### src/rtl/ghost_spawn_scheduler.sv
// Ghost spawn scheduler: timed round-robin spawn requests into NUM_SLOTS ghost slots.
// Optional macro SPAWN_RAMP_EN shrinks the spawn interval after every completed spawn.
module ghost_spawn_scheduler #(
    parameter int NUM_SLOTS     = 4,
    parameter int INIT_INTERVAL = 100000000,
    parameter int MIN_INTERVAL  = 25000000,
    parameter int STEP          = 5000000,
    parameter int X_MIN         = 64
) (
    input  logic                 clk,
    input  logic                 hard_reset,
    input  logic                 game_reset,
    input  logic                 game_en,
    input  logic [NUM_SLOTS-1:0] slot_active,
    input  logic [NUM_SLOTS-1:0] spawn_ack,
    output logic [NUM_SLOTS-1:0] spawn_req,
    output logic [9:0]           spawn_x,
    output logic [7:0]           spawn_count
);

    localparam int          SEL_W   = (NUM_SLOTS > 1) ? $clog2(NUM_SLOTS) : 1;
    localparam logic [31:0] INIT_L  = 32'(INIT_INTERVAL);
    localparam logic [31:0] MIN_L   = 32'(MIN_INTERVAL);
    localparam logic [31:0] STEP_L  = 32'(STEP);
    localparam logic [9:0]  X_MIN_L = 10'(X_MIN);
    localparam logic [9:0]  LFSR_SEED = 10'h2A5;

`ifdef SPAWN_RAMP_EN
    localparam bit RAMP_EN = 1'b1;
`else
    localparam bit RAMP_EN = 1'b0;
`endif

    typedef enum logic [1:0] {
        S_IDLE,
        S_WAIT,
        S_SELECT,
        S_REQ
    } state_t;

    state_t               state_q, state_d;
    logic [31:0]          timer_q, timer_d;
    logic [31:0]          interval_q, interval_d;
    logic [SEL_W-1:0]     rr_q, rr_d;
    logic [SEL_W-1:0]     sel_q, sel_d;
    logic [NUM_SLOTS-1:0] req_q, req_d;
    logic [9:0]           x_q, x_d;
    logic [7:0]           count_q, count_d;
    logic [9:0]           lfsr_q, lfsr_d;

    logic [NUM_SLOTS-1:0] free_slots;
    logic [SEL_W-1:0]     pick;
    logic [31:0]          ramp_interval;
    logic [31:0]          next_interval;
    logic [SEL_W-1:0]     rr_after_sel;
    logic                 ack_hit;

    assign free_slots = ~slot_active;
    assign ack_hit    = |(spawn_ack & req_q);

    // Scan downward so the last hit written is the nearest free slot at/after rr_q.
    always_comb begin
        int idx;
        idx  = 0;
        pick = rr_q;
        for (int i = NUM_SLOTS - 1; i >= 0; i--) begin
            idx = int'(rr_q) + i;
            if (idx >= NUM_SLOTS) begin
                idx = idx - NUM_SLOTS;
            end
            if (free_slots[SEL_W'(idx)]) begin
                pick = SEL_W'(idx);
            end
        end
    end

    assign ramp_interval = (interval_q > MIN_L + STEP_L) ? (interval_q - STEP_L) : MIN_L;
    assign next_interval = RAMP_EN ? ramp_interval : interval_q;
    assign rr_after_sel  = (sel_q == SEL_W'(NUM_SLOTS - 1)) ? '0 : (sel_q + SEL_W'(1));

    always_comb begin
        state_d    = state_q;
        timer_d    = timer_q;
        interval_d = interval_q;
        rr_d       = rr_q;
        sel_d      = sel_q;
        req_d      = req_q;
        x_d        = x_q;
        count_d    = count_q;
        lfsr_d     = {lfsr_q[8:0], lfsr_q[9] ^ lfsr_q[6]};

        if (game_reset) begin
            state_d    = S_IDLE;
            timer_d    = '0;
            interval_d = INIT_L;
            rr_d       = '0;
            req_d      = '0;
            x_d        = '0;
            count_d    = '0;
        end else begin
            case (state_q)
                S_IDLE: begin
                    if (game_en) begin
                        state_d = S_WAIT;
                        timer_d = interval_q - 32'd1;
                    end
                end
                S_WAIT: begin
                    if (timer_q != 32'd0) begin
                        timer_d = timer_q - 32'd1;
                    end else begin
                        state_d = S_SELECT;
                    end
                end
                S_SELECT: begin
                    // With every slot busy the spawn stays pending here; the timer is not reloaded.
                    if (game_en && (|free_slots)) begin
                        sel_d   = pick;
                        req_d   = {{(NUM_SLOTS-1){1'b0}}, 1'b1} << pick;
                        x_d     = X_MIN_L + {1'b0, lfsr_q[8:0]};
                        state_d = S_REQ;
                    end
                end
                S_REQ: begin
                    if (ack_hit) begin
                        req_d      = '0;
                        rr_d       = rr_after_sel;
                        count_d    = (count_q == 8'hFF) ? count_q : (count_q + 8'd1);
                        interval_d = next_interval;
                        timer_d    = next_interval - 32'd1;
                        state_d    = S_WAIT;
                    end
                end
                default: state_d = S_IDLE;
            endcase

            // Leaving gameplay drops any request but a same-cycle ack still completes above.
            if (!game_en) begin
                state_d = S_IDLE;
                req_d   = '0;
            end
        end
    end

    always_ff @(posedge clk or posedge hard_reset) begin
        if (hard_reset) begin
            state_q    <= S_IDLE;
            timer_q    <= '0;
            interval_q <= INIT_L;
            rr_q       <= '0;
            sel_q      <= '0;
            req_q      <= '0;
            x_q        <= '0;
            count_q    <= '0;
            lfsr_q     <= LFSR_SEED;
        end else begin
            state_q    <= state_d;
            timer_q    <= timer_d;
            interval_q <= interval_d;
            rr_q       <= rr_d;
            sel_q      <= sel_d;
            req_q      <= req_d;
            x_q        <= x_d;
            count_q    <= count_d;
            lfsr_q     <= lfsr_d;
        end
    end

    assign spawn_req   = req_q;
    assign spawn_x     = x_q;
    assign spawn_count = count_q;

endmodule

### config.mk
export PLATFORM = sky130hd
export DESIGN_NAME = ghost_spawn_scheduler
export DESIGN_NICKNAME = d
export VERILOG_FILES = /design/src/rtl/ghost_spawn_scheduler.sv
export SDC_FILE = /design/constraint.sdc
export NUM_CORES = 1
export LEC_CHECK = 0
export ABC_AREA = 1
export ABC_CLOCK_PERIOD_IN_PS = 2710
export BUFFER_PORTS_ARGS = -buffer_cell sky130_fd_sc_hd__buf_2
export CAP_MARGIN = 20
export CORE_UTILIZATION = 48
export DETAILED_ROUTE_END_ITERATION = 8
export PLACE_DENSITY = 0.66
export SETUP_SLACK_MARGIN = 0.4
export SLEW_MARGIN = 20
export SYNTH_ARGS = -nofsm -noshare
export SYNTH_HDL_FRONTEND = slang
export SYNTH_SLANG_ARGS = --single-unit
### constraint.sdc
create_clock -name clk -period 2.71 [get_ports clk]
set_input_delay 0 -clock clk [delete_from_list [all_inputs] [get_ports clk]]
set_output_delay 0 -clock clk [all_outputs]
set_load 0.03 [all_outputs]
==> reports/results.ini <==
[synth]
syn_area_sq_um = 4258
ys_top_cells_by_area = dfrtp_1 (38%), nand2_1 (20%), nand3_1 (8.3%)
synth-edff-count = 0
synthDominantCellAreaShare = 0.3820
yosysSeqAreaShare = 0.4129
postSynthAreaPerCell_sq_um = 6.867
synthTopCellsByCount = nand2_1 (224), nor2_1 (78), nand3_1 (71)
synth_cell_type_count = 35
synth-seq-cells = 70
syn-num-nets = 640
yosys.area.top_type = dfrtp_1
ys.warnings.count = 0
synth_most_common_cell = nand2_1
ys.flop_type = dfrtp_1
synthCells = 620
async_flop_share = 1.000

[worst_setup_path]
path_max_fanout = 36
crit_arrival_ns = 2.36
cp-end-kind = register
worstSetupPathType = register to register
required_ns = 2.95
start_kind = register

[clock_network]
path_clk_slew_ns = 0.08
clockBufferDepth = 2
root_buffer = clkbuf_8
cts_tree = done
clock_sinks = 70
clk-insertion-delay-late_ns = 0.36
cts_inserted_buffers = 9
h-tree-depth = 3

[global_routing]
grt_pass1_vias = 3861
grt_first_pass_wirelength_um = 17700
grt_max_degree = 40
grt-ovfl-total = 0
antenna_found_initial = 0
global_route.usage.total = 0.2500

[route]
wire_per_inst_um = 13.27
wirelength_um = 10150
drt-pass1-iter-count = 5
drc = 0
route.vias.total = 4022
dr.first_iter.drc_count = 176
drtAntennaViolNets = 0
viasPerCell = 5.258

[floorplan]
core-area_sq_um = 8382
initial_core_util = 0.5080
die_y_um = 96.19
dieArea_sq_um = 9252
io_pins = 34
die_w_um = 96.19
rows = 33

[status]
status = finished, final reports clean

[layout]
layout-drive-gt1-share = 0.1212
post-route-util = 0.5708
fin_nets = 675
syn_to_final_growth_pct = 12.37
antennaDiodeCount = 0

[hold_path]
hold_class = primary input to asynchronous set/reset pin

[sta]
hold_viol_final = 0
fin_tns_setup_ns = 0
rsz0062_at_grt = false
final.min_clock_period_ns = 2.114
skew_ns = 0.01057
setup_viol = 0
tightest_slew_ns = 0.5112
finalCritPeriodShare = 0.7802
slew_viol_final = 0
fmax_mhz = 473.0
slew_headroom = 0.6592

[power]
p_leak_uw = 0.002492
vdd_ir_drop_max_mv = 0.2733
power.total_uw = 2682
power_density_nw_per_um2 = 560.5

[placement]
gp_congestion = 0.9208
hpwlAfterDp_um = 7057
port_buffers = 33

[job]
timing.max_cap.violations = 0

==> layout make-up <==
type / instances / area, sq um
Inverter: 60 / 225.2
Tap cell: 105 / 131.4
Clock inverter: 7 / 103.9
Multi-Input combinational cell: 473 / 2202
Timing Repair Buffer: 41 / 240.2
Clock buffer: 9 / 123.9
Fill cell: 830 / 3597
Sequential cell: 70 / 1758
==> flip-flops by register name, indices dropped and copies added (netlist names) <==
| register | count |
|---|---|
| spawn_x | 10 |
| spawn_count | 8 |
| state_q | 2 |
| timer_q | 32 |
| sel_q | 2 |
| spawn_req | 4 |
| rr_q | 2 |
| lfsr_q | 10 |
==> stage by stage <==
stage / instance area, sq um / cells / hold slack [ns] / worst slack, ns
after detailed placement: 4533 / 748 / -0.09294 / 0.3699
after floorplan: 4258 / 620 / 0.2824 / 0.8577
final: 4785 / 765 / 0.06991 / 0.5957
after global routing: 4785 / 765 / 0.07351 / 0.4227
after global placement: 4533 / 748 / -0.09580 / 0.4644
after CTS: 4776 / 765 / 0.05651 / 0.5729
==> layout by cell type (no fill, tap or decap), drive strengths merged, types with 3 or more instances in the layout <==
cell    instances
ha              8
o21bai          3
nand3          72
a21oi           9
buf            40
nand4          15
o21ai          35
nand2         228
inv            63
xor2            6
or2             4
nor2           81
dfstp           5
dfrtp          65
clkbuf          9
==> power breakdown <==
group	internal (uW)	switching, uW	leakage (uW)
logic	157	349	0.00147
clock network	531	453	0.000108
registers	1110	83.9	0.000910
==> cells by family (layout without fill, tap and decap cells) <==
family                   count (synthesis)  after routing  synth area share
flip-flops                              70             70            0.4129
adder cells (fa/ha/maj)                  8              8           0.02351
XOR/XNOR                                 8              8           0.01646
AO/OA/AOI/OAI                           51             51           0.06729
buffers and inverters                   77            117           0.07317
AND/OR/NAND/NOR                        406            406            0.4067
==> repair_timing <==
item / in CTS / in global routing
gates cloned: 0 / 0
hold buffers: 1 / 0
endpoints found under the hold margin: 66 / 0
setup endpoints to repair: 10 / 12
resized for setup: 1 / 1
buffers inserted: 0 / 0
==> final timing paths <==
| kind | from | to | slack, ns | cells past startpoint |
|---|---|---|---|---|
| min reg2reg | lfsr_q[1] | lfsr_q[2] | 0.39 | 0 |
| min | hard_reset | spawn_x[1] | 0.07 | 3 |
| min in group clk | game_en | state_q[0] | 0.08 | 5 |
| max | timer_q[0] | timer_q[27] | 0.60 | 11 |
| max reg2reg | timer_q[0] | timer_q[27] | 0.60 | 11 |
| max in group asynchronous | hard_reset | timer_q[27] | 1.89 | 4 |
==> critical path, stage by stage (launching register included) <==
cell	delay [ns]
dfrtp_1	0.40
inv_1	0.12
ha_1	0.21
nand3_2	0.14
nor2_4	0.22
nand2_4	0.12
nor2_8	0.14
nand2_4	0.07
nand2_1	0.18
nand2_8	0.19
nand3_1	0.14
nand2_1	0.05
==> metal layers <==
metal	up-vias	wire (um)	GRT usage
met5	-	0	0
met1	1862	4596	0.3223
met4	0	209	0.09328
met3	17	484	0.04107
met2	93	4857	0.4202
li1	2050	-	-
Power figures use the tool's default switching activity.
